[src/rtl/div_sched_pkg.sv]
`default_nettype none
// ============================================================================
//  Module      : div_sched_pkg
//  Description : Shared types and helpers for the SRT divider issue/retire
//                controller (result record layout, latency mapping).
//  Revision    : 1.0 - initial release
// ============================================================================
package div_sched_pkg;

    // Default widths of the single-precision divider datapath
    localparam int c_def_sig_width = 23;
    localparam int c_def_tag_w     = 4;

    // One retired divide result at the default widths; the controller builds
    // a parameterised record with the same field order.
    typedef struct packed {
        logic [c_def_sig_width:0] quotient;
        logic                     guard;
        logic                     round;
        logic                     sticky;
        logic                     count;
        logic [c_def_tag_w-1:0]   tag;
        logic                     err;
    } div_res_t;

    // Number of divider registers that are actually enabled for a given
    // PIPE_STAGES setting (clamped to the supported 0..3 range).
    function automatic int pipe_latency(input int pipe_stages);
        if (pipe_stages <= 0) begin
            return 0;
        end else if (pipe_stages >= 3) begin
            return 3;
        end else begin
            return pipe_stages;
        end
    endfunction

endpackage
`default_nettype wire

[src/rtl/div_skid_fifo.sv]
`default_nettype none
// ============================================================================
//  Module      : div_skid_fifo
//  Description : 2-entry FIFO with parameterised payload and occupancy count.
//                Supports read and write in the same cycle, including when
//                full (the write reuses the slot being drained).
//  Revision    : 1.0 - initial release
// ============================================================================
module div_skid_fifo #(
    parameter int WIDTH = 8
) (
    input  logic             clk,
    input  logic             reset,
    input  logic             wr_en,
    input  logic [WIDTH-1:0] wr_data,
    input  logic             rd_en,
    output logic [WIDTH-1:0] rd_data,
    output logic [1:0]       count
);

    logic [WIDTH-1:0] r_mem [2];
    logic             r_wr_ptr;
    logic             r_rd_ptr;
    logic [1:0]       r_count;
    logic             w_rd;
    logic             w_wr;

    assign w_rd    = rd_en && (r_count != 2'd0);
    assign w_wr    = wr_en && ((r_count != 2'd2) || w_rd);
    assign rd_data = r_mem[r_rd_ptr];
    assign count   = r_count;

    // Storage, pointers and occupancy; reset clears the data so an empty
    // buffer presents zeros on its head.
    always_ff @(posedge clk) begin
        if (reset) begin
            r_mem[0] <= '0;
            r_mem[1] <= '0;
            r_wr_ptr <= 1'b0;
            r_rd_ptr <= 1'b0;
            r_count  <= 2'd0;
        end else begin
            if (w_wr) begin
                r_mem[r_wr_ptr] <= wr_data;
                r_wr_ptr        <= ~r_wr_ptr;
            end
            if (w_rd) begin
                r_rd_ptr <= ~r_rd_ptr;
            end
            r_count <= r_count + {1'b0, w_wr} - {1'b0, w_rd};
        end
    end

endmodule
`default_nettype wire

[src/rtl/div_sig_sched.sv]
`default_nettype none
// ============================================================================
//  Module      : div_sig_sched
//  Description : Issue/retire controller for the pipelined radix-4 SRT
//                significand divider. Tracks in-flight tags in a shadow
//                pipeline that moves with the divider enable and retires
//                results into a 2-entry skid buffer.
//  Revision    : 1.0 - initial release
// ============================================================================
module div_sig_sched
    import div_sched_pkg::*;
#(
    parameter int SIG_WIDTH   = 23,
    parameter int PIPE_STAGES = 3,
    parameter int TAG_W       = 4
) (
    input  logic                 clk,
    input  logic                 reset,
    input  logic                 in_valid,
    output logic                 in_ready,
    input  logic [SIG_WIDTH:0]   in_x,
    input  logic [SIG_WIDTH:0]   in_d,
    input  logic [TAG_W-1:0]     in_tag,
    output logic [SIG_WIDTH:0]   dp_x,
    output logic [SIG_WIDTH:0]   dp_d,
    output logic                 dp_enable,
    output logic                 dp_resetn,
    input  logic [SIG_WIDTH:0]   dp_quotient,
    input  logic                 dp_guard,
    input  logic                 dp_round,
    input  logic                 dp_sticky,
    input  logic                 dp_count,
    output logic                 out_valid,
    input  logic                 out_ready,
    output logic [SIG_WIDTH:0]   out_quotient,
    output logic                 out_guard,
    output logic                 out_round,
    output logic                 out_sticky,
    output logic                 out_count,
    output logic [TAG_W-1:0]     out_tag,
    output logic                 out_err,
    output logic                 busy
);

    localparam int c_lat = pipe_latency(PIPE_STAGES);

    typedef struct packed {
        logic [SIG_WIDTH:0] quotient;
        logic               guard;
        logic               round;
        logic               sticky;
        logic               count;
        logic [TAG_W-1:0]   tag;
        logic               err;
    } res_t;

    localparam int c_res_w = $bits(res_t);

    logic             w_in_err;
    logic             w_tail_valid;
    logic [TAG_W-1:0] w_tail_tag;
    logic             w_tail_err;
    logic             w_any_shadow;
    logic [1:0]       w_count;
    logic             w_wr_en;
    logic             w_rd_en;
    res_t             w_wr_res;
    res_t             w_rd_res;

    // An unnormalised divisor (leading bit clear) is flagged but still divided
    assign w_in_err  = ~in_d[SIG_WIDTH];
    assign dp_x      = in_valid ? in_x : '0;
    assign dp_d      = in_valid ? in_d : '0;
    assign dp_resetn = ~reset;

    // Freeze the divider only when a real result sits on its output and the
    // buffer cannot take it this cycle; a draining full buffer frees a slot.
    assign dp_enable = reset || !w_tail_valid || (w_count != 2'd2) || out_ready;
    assign in_ready  = dp_enable;

    generate
        if (c_lat == 0) begin : g_lat0
            // Combinational divider: the result pins belong to the input beat
            assign w_tail_valid = in_valid;
            assign w_tail_tag   = in_tag;
            assign w_tail_err   = w_in_err;
            assign w_any_shadow = 1'b0;
        end else begin : g_shadow
            logic [c_lat-1:0] r_sh_valid;
            logic [c_lat-1:0] r_sh_err;
            logic [TAG_W-1:0] r_sh_tag [c_lat];

            // Op descriptors shift in lock-step with the divider's registers
            always_ff @(posedge clk) begin
                if (reset) begin
                    r_sh_valid <= '0;
                    r_sh_err   <= '0;
                    for (int i = 0; i < c_lat; i++) begin
                        r_sh_tag[i] <= '0;
                    end
                end else if (dp_enable) begin
                    r_sh_valid[0] <= in_valid;
                    r_sh_err[0]   <= in_valid & w_in_err;
                    r_sh_tag[0]   <= in_valid ? in_tag : '0;
                    for (int i = 1; i < c_lat; i++) begin
                        r_sh_valid[i] <= r_sh_valid[i-1];
                        r_sh_err[i]   <= r_sh_err[i-1];
                        r_sh_tag[i]   <= r_sh_tag[i-1];
                    end
                end
            end

            assign w_tail_valid = r_sh_valid[c_lat-1];
            assign w_tail_tag   = r_sh_tag[c_lat-1];
            assign w_tail_err   = r_sh_err[c_lat-1];
            assign w_any_shadow = |r_sh_valid;
        end
    endgenerate

    assign w_wr_en = w_tail_valid && dp_enable;
    assign w_rd_en = out_valid && out_ready;

    assign w_wr_res.quotient = dp_quotient;
    assign w_wr_res.guard    = dp_guard;
    assign w_wr_res.round    = dp_round;
    assign w_wr_res.sticky   = dp_sticky;
    assign w_wr_res.count    = dp_count;
    assign w_wr_res.tag      = w_tail_tag;
    assign w_wr_res.err      = w_tail_err;

    div_skid_fifo #(
        .WIDTH (c_res_w)
    ) u_skid (
        .clk     (clk),
        .reset   (reset),
        .wr_en   (w_wr_en),
        .wr_data (w_wr_res),
        .rd_en   (w_rd_en),
        .rd_data (w_rd_res),
        .count   (w_count)
    );

    assign out_valid    = (w_count != 2'd0);
    assign out_quotient = w_rd_res.quotient;
    assign out_guard    = w_rd_res.guard;
    assign out_round    = w_rd_res.round;
    assign out_sticky   = w_rd_res.sticky;
    assign out_count    = w_rd_res.count;
    assign out_tag      = w_rd_res.tag;
    assign out_err      = w_rd_res.err;
    assign busy         = w_any_shadow || out_valid;

endmodule
`default_nettype wire

[config.mk]
export PLATFORM = sky130hd
export DESIGN_NAME = div_sig_sched
export DESIGN_NICKNAME = d
export VERILOG_FILES = /design/src/rtl/div_sched_pkg.sv /design/src/rtl/div_skid_fifo.sv /design/src/rtl/div_sig_sched.sv
export SDC_FILE = /design/constraint.sdc
export NUM_CORES = 1
export LEC_CHECK = 0
export ABC_AREA = 1
export CORE_ASPECT_RATIO = 0.7
export CORE_MARGIN = 5
export CORE_UTILIZATION = 47
export DETAILED_ROUTE_END_ITERATION = 8
export PLACE_DENSITY_LB_ADDON = 0.08
export SLEW_MARGIN = 20
export SYNTH_ARGS = -nofsm -noshare
export SYNTH_HDL_FRONTEND = slang
export SYNTH_SLANG_ARGS = --single-unit
[constraint.sdc]
create_clock -name clk -period 6.5 [get_ports clk]
set_input_delay 1.3 -clock clk [delete_from_list [all_inputs] [get_ports clk]]
set_output_delay 1.3 -clock clk [all_outputs]
set_load 0.005 [all_outputs]
---- After elaboration in Yosys (flattened, before gate mapping) ----
Memory sizes are Yosys's and may differ from the RTL's. A register that Yosys moved wholly into a read port is not among the register bits.
Cells that the tools add are included.
word-level totals
  output and inout bits ................... 86
  memory bits (writable) .................. 78
  word-level logic and storage cells ...... 50
  memories ................................ 2
  register bits after elaboration ......... 10
  bits of input ports ..................... 84
cells by class
  reductions and logical operators ........ 13
  bitwise gates (word level) .............. 8
  muxes and demuxes ....................... 19
  equal/unequal tests ..................... 1
  add/sub/neg operators ................... 2
memories
  name               depth  width  read ports  clocked after memory_dff  write ports  RTL line             text
  u_skid.r_mem       2      33     1           1                         2            div_skid_fifo.sv:21  logic [WIDTH-1:0] r_mem [2];
  g_shadow.r_sh_tag  3      4      3           0                         3            div_sig_sched.sv:91  logic [TAG_W-1:0] r_sh_tag [c_lat];
operator list
  cell                                         number
  24-bit 2-to-1 mux                            2
  33-bit 2-to-1 mux                            1
  33-bit OR reduction                          1
  4-bit 2-to-1 mux                             4
  1-bit 2-to-1 mux                             12
  1-bit logical OR                             5
  1-bit logical AND                            4
  1-bit inverter                               4
  1-bit bitwise OR                             3
  3-bit OR reduction                           1
  2-bit by 1-bit adder with 2-bit output       1
  2-bit != test, second input constant         1
  2-bit nonzero test                           1
  2-bit by 1-bit subtractor with 2-bit output  1
  1-bit bitwise AND                            1
  1-bit zero test                              1

---- Depth between registers and ports, before layout ----
  depth in word-level cells ............... 11
  gate-level depth with buffers ........... 8
  gate-level depth less buffers ........... 8

---- Modules after synthesis ----
A second synthesis with hierarchy kept.
unflattened totals
  cells, all modules ...................... 427
  area, all modules ....................... 4,367.9 µm²
by module, submodules not included
  module         times used  cells an instance  area each (µm²)  seq. area each (µm²)
  div_skid_fifo  1           247                3,225.6          2,082.0
  div_sig_sched  1           180                1,142.3          480.5

---- Worst setup path before layout ----
OpenSTA, ideal clock, no wires.
  kind .................................... input to output
  from .................................... input port in_valid
  to ...................................... output port dp_d[0]
  stages on the path ...................... 4
  arrival ................................. 1.846 ns
  slack ................................... 3.354 ns
  buffers on the path ..................... 2
  required time ........................... 5.200 ns
  path through ............................ clkbuf_1 > clkbuf_1 > nand2_1 > inv_1
on the way
  word-level cells in the longest chain between the ends .. 1
RTL lines
  element             RTL line             text
  start: declaration  div_sig_sched.sv:19  input logic in_valid,
  24-bit 2-to-1 mux   div_sig_sched.sv:73  assign dp_d = in_valid ? in_d : '0;
  end: declaration    div_sig_sched.sv:25  output logic [SIG_WIDTH:0] dp_d,
Every way passes these cells.

---- Worst setup path after layout ----
  from .................................... input port in_valid
  to ...................................... output port dp_x[3]
on the way
  word-level cells in the longest chain between the ends .. 1
RTL lines
  element            RTL line             text
  24-bit 2-to-1 mux  div_sig_sched.sv:72  assign dp_x = in_valid ? in_x : '0;
  end: declaration   div_sig_sched.sv:24  output logic [SIG_WIDTH:0] dp_x,
Every way passes these cells.

==> impl_metrics.json <==
{
  "outcome": "finished, final reports clean",
  "cts_setup_buffers": 0,
  "dr_total_vias": 3182,
  "critPathRequiredTime_ns": 5.20,
  "areaGrowthSynthToFinish_pct": 49.8,
  "switching_share_pct": 23.9,
  "synth_common_cells": "inv_1 (99), nor2_1 (81), edfxtp_1 (78)",
  "tightestPinTransition_ns": 0.842,
  "p_leak_nw": 2.83,
  "critPathKind": "in2out",
  "drt-wirelength-per-cell_um": 14.8,
  "maxCapViolations": 0,
  "initial_core_util_pct": 48.6,
  "grt_pass1_wl_mm": 16.7,
  "hold_violations": 0,
  "syn_area_per_cell_sq_um": 10.0,
  "dpl.hpwl_mm": 7.62,
  "synth.area.top_cells": "edfxtp_1 (57%), inv_1 (9.0%), mux2_2 (9.0%), nor2_1 (7.3%), nand2_1 (5.8%)",
  "final_net_count": 662,
  "ys_warn_count": 0,
  "skew_ns": 0.00722,
  "ioPinCount": 170,
  "fp.dieW_um": 122,
  "tritoncts": "done",
  "ys_seq_area_share_pct": 61.9,
  "coreArea_sq_mm": 0.00851,
  "routed_wl_mm": 10.4,
  "dr_wl_met3_um": 965,
  "clockBufferDepth": 2,
  "grt_util_all_layers_pct": 20.5,
  "fin_setup_tns_ns": 0,
  "drive_gt1_share_pct": 11.0,
  "async_flop_share_pct": 0,
  "clockRootBuffer": "clkbuf_16",
  "grt_overflow": 0,
  "h-tree-depth": 3,
  "ys_types": 23,
  "synth_cells": 413,
  "critPathLaunchType": "primary input",
  "worstHoldPathType": "reg2reg",
  "period_minus_slack_ns": 4.17,
  "slew_viol_final": 0,
  "clockPowerShare_pct": 34.7,
  "max-slew-margin-rel_pct": 43.9,
  "post_cts_resized": 0,
  "irDropWorstVdd_mv": 0.133,
  "drc": 0,
  "combPwrFrac_pct": 20.1,
  "power.internal_mw": 1.15,
  "dieArea_sq_mm": 0.0108,
  "rows": 28,
  "top_layer": "met4",
  "first_iter_violations": 160,
  "synth-edff-count": 78,
  "sequentialPowerShare_pct": 45.3,
  "post-route-util_pct": 72.9,
  "synth.most_common_cell": "inv_1",
  "grt_antenna_before_repair": 1,
  "p_sw_uw": 361,
  "ys.flop_type": "edfxtp_1",
  "viasPerCell": 4.53,
  "die-height_um": 88.5,
  "cts_made_buffers": 9,
  "antenna_left": 0,
  "cts_hold_buf": 0,
  "cts_sinks": 89,
  "synth_seq_cells": 89,
  "synth_top_area_share_pct": 56.6,
  "finalSetupViolCount": 0,
  "first_pass_iters": 4,
  "rsz0062_at_grt": "no",
  "post-route-period-util_pct": 64.1,
  "worstSetupEndpointType": "primary output",
  "synthesis.nets": 498,
  "worstPathMaxFanout": 50,
  "synth_top_cell_by_area": "edfxtp_1",
  "holdWs_ns": 0.463,
  "port_buffers": 169,
  "p_per_area_mw_per_mm2": 243,
  "clk_pin_slew_ns": 0.06,
  "grt_pass1_vias": 3428,
  "cp.arrival_ns": 2.87,
  "wl_met1_mm": 4.00,
  "clk_latency_ns": 0.34,
  "grt_max_degree": 51,
  "max_freq_ghz": 0.240,
  "met2_length_mm": 5.26,
  "syn_area_sq_mm": 0.00414,
  "n_fill_cell": 629,
  "gp_congestion": 0.888,
  "total_power_mw": 1.51
}
[per-stage QoR]
step	cells	area [sq um]	setup WS (ns)
after floorplan	413	4140	3.35
after global placement	686	5900	2.35
after detailed placement	686	5900	2.34
after CTS	702	6200	2.33
after global routing	703	6200	2.22
final	703	6200	2.33
[cells in the final DEF (no fill, tap or decap), types with 5 or more instances in the layout]
cell,synthesis,final
nor2_2,5,5
dfxtp_1,11,10
nand2_1,64,64
nor2_1,81,81
clkdlybuf4s50_1,0,169
inv_1,99,99
clkbuf_16,0,9
mux2_2,33,33
edfxtp_1,78,78
[cell type report]
type | count | area [sq um] | area share, %
Clock inverter | 6 | 73.8 | 1.19
Tap cell | 120 | 150 | 2.42
Sequential cell | 89 | 2560 | 41.3
Inverter | 100 | 375 | 6.05
Timing Repair Buffer | 173 | 1720 | 27.7
Multi-Input combinational cell | 204 | 1090 | 17.5
Clock buffer | 10 | 229 | 3.69
Antenna cell | 1 | 2.50 | 0.0403
[worst max-delay path: stages]
cell and delay [ns]:
clkdlybuf4s50_1 0.45, buf_4 0.38, nand2_1 0.13, inv_1 0.08, clkdlybuf4s50_1 0.51
[metal layers]
layer  vias up  global-route usage, %
li1       1589                      -
met1      1467                   22.0
met2       115                   37.4
met3        11                   8.75
met4         0                   5.89
met5         -                      0
[power groups by stage]
stage | Clock (mW) | Combinational (mW) | Sequential (mW)
2_1_floorplan | 0 | 0.143 | 0.670
3_3_place_gp | 0 | 0.303 | 0.695
3_5_place_dp | 0 | 0.306 | 0.697
4_1_cts | 0.532 | 0.309 | 0.684
5_1_grt | 0.555 | 0.332 | 0.689
6_report | 0.523 | 0.303 | 0.683
[final timing paths]
| path | start | endpoint | slack (ns) | cells after the start |
|---|---|---|---|---|
| min | u_skid.r_rd_ptr$_SDFFE_PP0N_ | flop | 0.46 | 1 |
| max | in_valid | dp_x[3] | 2.33 | 5 |
| max reg2reg | u_skid.count[0]$_SDFF_PP0_ | u_skid.r_mem[0][25]$_SDFFCE_PN0P_ | 4.15 | 7 |
| min reg2reg | u_skid.r_rd_ptr$_SDFFE_PP0N_ | flop | 0.46 | 1 |
[flip-flops by register name (all words and copies together), names as in the netlist, named ones only]
signal and flops:
g_shadow.r_sh_tag 12, u_skid.r_wr_ptr 1, u_skid.r_mem 66, u_skid.count 2, g_shadow.r_sh_valid 3, g_shadow.r_sh_err 3, u_skid.r_rd_ptr 1
[kinds of logic after synthesis]
kind of cell | synth area share, %
simple gates | 15.8
buf+inv | 11.8
flops | 61.9
mux | 8.97
compound gates | 0.967
xor+xnor | 0.212
fa+ha+maj | 0.302
Power figures use the tool's default switching activity.
==> variant 1, RTL diff (config.mk and constraints unchanged) <==
The parameter `PIPE_STAGES` goes from 3 to 2. Comments in the files are not updated.
--- a/src/rtl/div_sig_sched.sv
+++ b/src/rtl/div_sig_sched.sv
@@ -11,7 +11,7 @@
     import div_sched_pkg::*;
 #(
     parameter int SIG_WIDTH   = 23,
-    parameter int PIPE_STAGES = 3,
+    parameter int PIPE_STAGES = 2,
     parameter int TAG_W       = 4
 ) (
     input  logic                 clk,
Check against the original RTL: not equivalent (Yosys sat finds a counterexample within 4 cycles, from zero or initial values and one cycle with reset high).
==> variant 1 against the original RTL <==
- routed wire length down 11%
- sequential power down 5.0%
- area after synthesis down 5.6%
- final area down 4.1%
- die area down 5.1%
- sequential cell count down 6
- setup slack worse by 0.10 ns
- power down 1.2%
- clock power up 2%
- clock skew up 0.0041 ns
- first-iteration DRC count up 34%
- synthesized cell count down 5.6%
==> variant 1: results (changes against the original RTL) <==
[placed_design]
placed_cell_area_um2=5640  ; -4.5%
hpwl_um=6730  ; -12%
dp.cells=643  ; -6.3%
gp_congestion=0.747  ; -16%
post-place-ws_ns=2.13  ; -0.205 ns

[layout]
layoutNonFillerInstCount=659  ; -6.3%
multi_input_area_um2=1040  ; -4.3%
nNetsFinal=638  ; -3.6%
antennaDiodeCount=0  ; -1
final_layout_size_suffix_gt1_share_pct=10.6  ; -0.42 points

[global_route]
track_usage_pct=18.0  ; -2.5 points
grt_pass1_vias=3008  ; -12%
antenna_found_initial=0  ; -1
grt_pass1_wl_um=14600  ; -13%

[synth]
synth-seq-area-share_pct=61.5  ; -0.41 points
ys_top_cells_by_area=edfxtp_1 57%, mux2_2 9.5%, inv_1 9.3%
avgSynthCellArea_um2=10.0  ; about the same
synth_edf_count=74  ; -5.1%
synth_cell_types=20  ; -13%
synth.top_cells.by_count=97 x inv_1, 78 x nor2_1, 74 x edfxtp_1
synth_nets=475  ; -4.6%

[timing]
whs_ns=0.453  ; -0.0101 ns
fin_crit_ns=4.27  ; +0.102 ns
maxSlewHeadroom_pct=36.6  ; -7.3 points

[routing]
routed_wl_um=9300  ; -11%
route.vias.total=3009  ; -5.4%
drtIter0Drc=214  ; +34%

[setup_path]
critPathMaxFanout=14  ; -72%
r2r-end=u_skid.r_mem[1][4]
slowest_delay_ns=0.54  ; +0.03 ns
crit_arrival_ns=2.97  ; +0.10 ns
r2r_cells=4  ; -3
r2r_slack_ns=3.84  ; -0.31 ns

[power_and_ir_drop]
vdd.ir_drop.worst_uv=167  ; +26%

[status]
outcome=finished, final reports clean

[cts]
clockBufferDepth=2  ; unchanged

[variant 1: report_power, final]
group | total (W) | leakage, nW | internal (W) | switching, W
registers | 0.000649 | 0.855 | 0.000613 | 0.0000361
clock network | 0.000534 | 0.147 | 0.000336 | 0.000197
logic | 0.000308 | 1.75 | 0.000201 | 0.000107
[variant 1: logic make-up after synthesis]
| group | count (synthesis) | synth area share, % |
|---|---|---|
| AND/OR/NAND/NOR | 149 | 15.5 |
| buffers and inverters | 115 | 12.0 |
| multiplexers | 33 | 9.51 |
| adder cells (fa/ha/maj) | 1 | 0.320 |
| flip-flops | 83 | 61.5 |
| XOR/XNOR | 1 | 0.224 |
| AO/OA/AOI/OAI | 8 | 1.02 |
[variant 1: layer usage]
layer  vias up  routed length, µm  track usage (%)
li1       1518                  -                -
met1      1375               3780             20.9
met2       106               4710             31.2
met3        10                717             6.91
met4         0                 99             5.68
met5         -                  0                0
[variant 1: worst max-delay path by stage]
stage / startpoint / end / depth (start not counted)
2_1_floorplan: reset / in_ready / 3
6_report: reset / in_ready / 4
4_1_cts: reset / in_ready / 4
3_3_place_gp: reset / u_skid.r_mem[1][28] / 4
3_5_place_dp: reset / u_skid.r_mem[1][6] / 4
5_1_grt: reset / in_ready / 4
[variant 1: layout make-up]
type	instances	share of cell area, %
Clock inverter	6	1.47
Inverter	97	6.12
Sequential cell	83	40.4
Clock buffer	10	3.85
Timing Repair Buffer	170	28.5
Tap cell	101	2.12
Multi-Input combinational cell	192	17.5
[variant 1: worst register-to-register path, delay by kind of cell (launching register included)]
kind	cells	cell delay, ns
DFF	1	0.38
and+or+nand+nor	4	1.87
==> variant 2, RTL diff (same flow settings) <==
Made on the original files. Reset style: asynchronous (`reset`), changed in 2 clocked blocks.
--- a/src/rtl/div_skid_fifo.sv
+++ b/src/rtl/div_skid_fifo.sv
@@ -32,7 +32,7 @@
 
     // Storage, pointers and occupancy; reset clears the data so an empty
     // buffer presents zeros on its head.
-    always_ff @(posedge clk) begin
+    always_ff @(posedge clk or posedge reset) begin
         if (reset) begin
             r_mem[0] <= '0;
             r_mem[1] <= '0;
--- a/src/rtl/div_sig_sched.sv
+++ b/src/rtl/div_sig_sched.sv
@@ -91,7 +91,7 @@
             logic [TAG_W-1:0] r_sh_tag [c_lat];
 
             // Op descriptors shift in lock-step with the divider's registers
-            always_ff @(posedge clk) begin
+            always_ff @(posedge clk or posedge reset) begin
                 if (reset) begin
                     r_sh_valid <= '0;
                     r_sh_err   <= '0;
Behaviour: differs if reset is asserted again (counterexample within 4 cycles, from zero or initial values and one cycle with reset high); with reset held inactive, the same outputs for 10 cycles.
==> variant 2 against the original RTL <==
- setup slack worse by 0.72 ns
- area after synthesis up 9.3%
- sequential cell count shrank 1
- clock skew barely moved
- via count increased by 41%
- routed wire length increased by 36%
- final area rose by 5.7%
- first-iteration DRC count rose to 2.8 times the old value
Power is not compared: it rests on default switching activity, and its combinational part moved more than twofold at a synthesized area within 25%.
==> variant 2: results (changes against the original RTL) <==
[setup_path]
startpoint=out_ready
slowest_delay_ns=0.61  ; +0.10 ns
crit_arrival_ns=3.59  ; +0.72 ns
r2r_cells=4  ; -3
crit_slowest_cell=nand3_4
critPathMaxFanout=70  ; +40%
r2r-start=u_skid.count[1]

[synth]
synth-seq-area-share_pct=48.7  ; -13 points
ys_top_cells_by_area=dfrtp_1 49%, nand2_1 27%, nand4_1 9.1%
synthArstFlopShare_pct=100  ; +100 points
synth_nets=707  ; +42%
synth.top_cells.by_count=325 x nand2_1, 88 x dfrtp_1, 66 x nand4_1

[placed_design]
gp_congestion=0.826  ; -6.9%
post-place-ws_ns=1.61  ; -0.729 ns
hpwl_um=9330  ; +23%

[global_route]
antenna_found_initial=2  ; +1
grt_pass1_vias=4518  ; +32%
grt_max_degree=71  ; +39%
grt_pass1_wl_um=23300  ; +40%
track_usage_pct=25.2  ; +4.7 points

[routing]
routed_wl_um=14100  ; +36%
drtIter0Drc=445  ; +180%
avgViaCountPerCell=5.01  ; +11%

[status]
outcome=finished, final reports clean

[worst_hold_path]
worstHoldStart=u_skid.r_mem[59]
worstHoldPathCells=2  ; +1

[timing]
skew_ns=0.00713  ; -0.0000852 ns
maxSlewHeadroom_pct=43.1  ; -0.75 points

[layout]
final_layout_size_suffix_gt1_share_pct=4.05  ; -6.9 points
nNetsFinal=846  ; +28%
largest_reg_flops=66  ; unchanged
nFillCells=794  ; +26%

## variant 2: cell count changes after synthesis, moves of 14 or more
cell      change
buf_2        +15
nor2_1       -78
nand2_1     +261
nand3_1      +14
inv_1        -36
edfxtp_1     -78
dfrtp_1      +88
mux2_2       -33
nand4_1      +65
## variant 2: layer usage
metal / wire length (µm) / part of all wire [%] / track usage, %
met5: 0 / 0 / 0
met4: 223 / 1.6 / 6.16
met3: 1210 / 8.6 / 8.61
met2: 6990 / 49 / 41.9
met1: 5710 / 40 / 31.8
## variant 2: final cells by class
cell class	instances	share of cell area, %
clock inverters	5	1.97
repair buffers	173	26.2
multi-input cells	421	28.1
diodes	2	0.0763
inverters	67	3.89
flip-flops and latches	88	33.6
well taps	128	2.44
clock buffers	11	3.70
## variant 2: tightest hold or removal path, cell delays in order, from the launching register on
cell and delay (ns):
dfrtp_1 0.34, nand2_1 0.05, nand2_1 0.05
## variant 2: worst paths after layout
path / to / slack (ns)
worst max-delay path: in_ready / 1.61
worst min-delay path: u_skid.r_mem[59] / 0.47
worst max register to register: u_skid.r_mem[46] / 4.12
worst min register to register: u_skid.r_mem[59] / 0.47
max in group asynchronous: g_shadow.r_sh_valid[2] / 3.85
min in group asynchronous: g_shadow.r_sh_valid[0] / 1.46
## variant 2: cells by family after synthesis
logic type / synth area share, %
adder cells (fa/ha/maj): 0.553
AND/OR/NAND/NOR: 39.8
XOR/XNOR: 0.387
buffers and inverters: 10.6
flip-flops: 48.7
## variant 2: through the flow
stage | std cells | area, µm² | utilization, %
after floorplan | 621 | 4530 | -
after global placement | 877 | 6180 | 64.8
after detailed placement | 877 | 6180 | 64.8
after CTS | 893 | 6550 | 68.7
after global routing | 895 | 6560 | 68.8
final | 895 | 6560 | 68.8
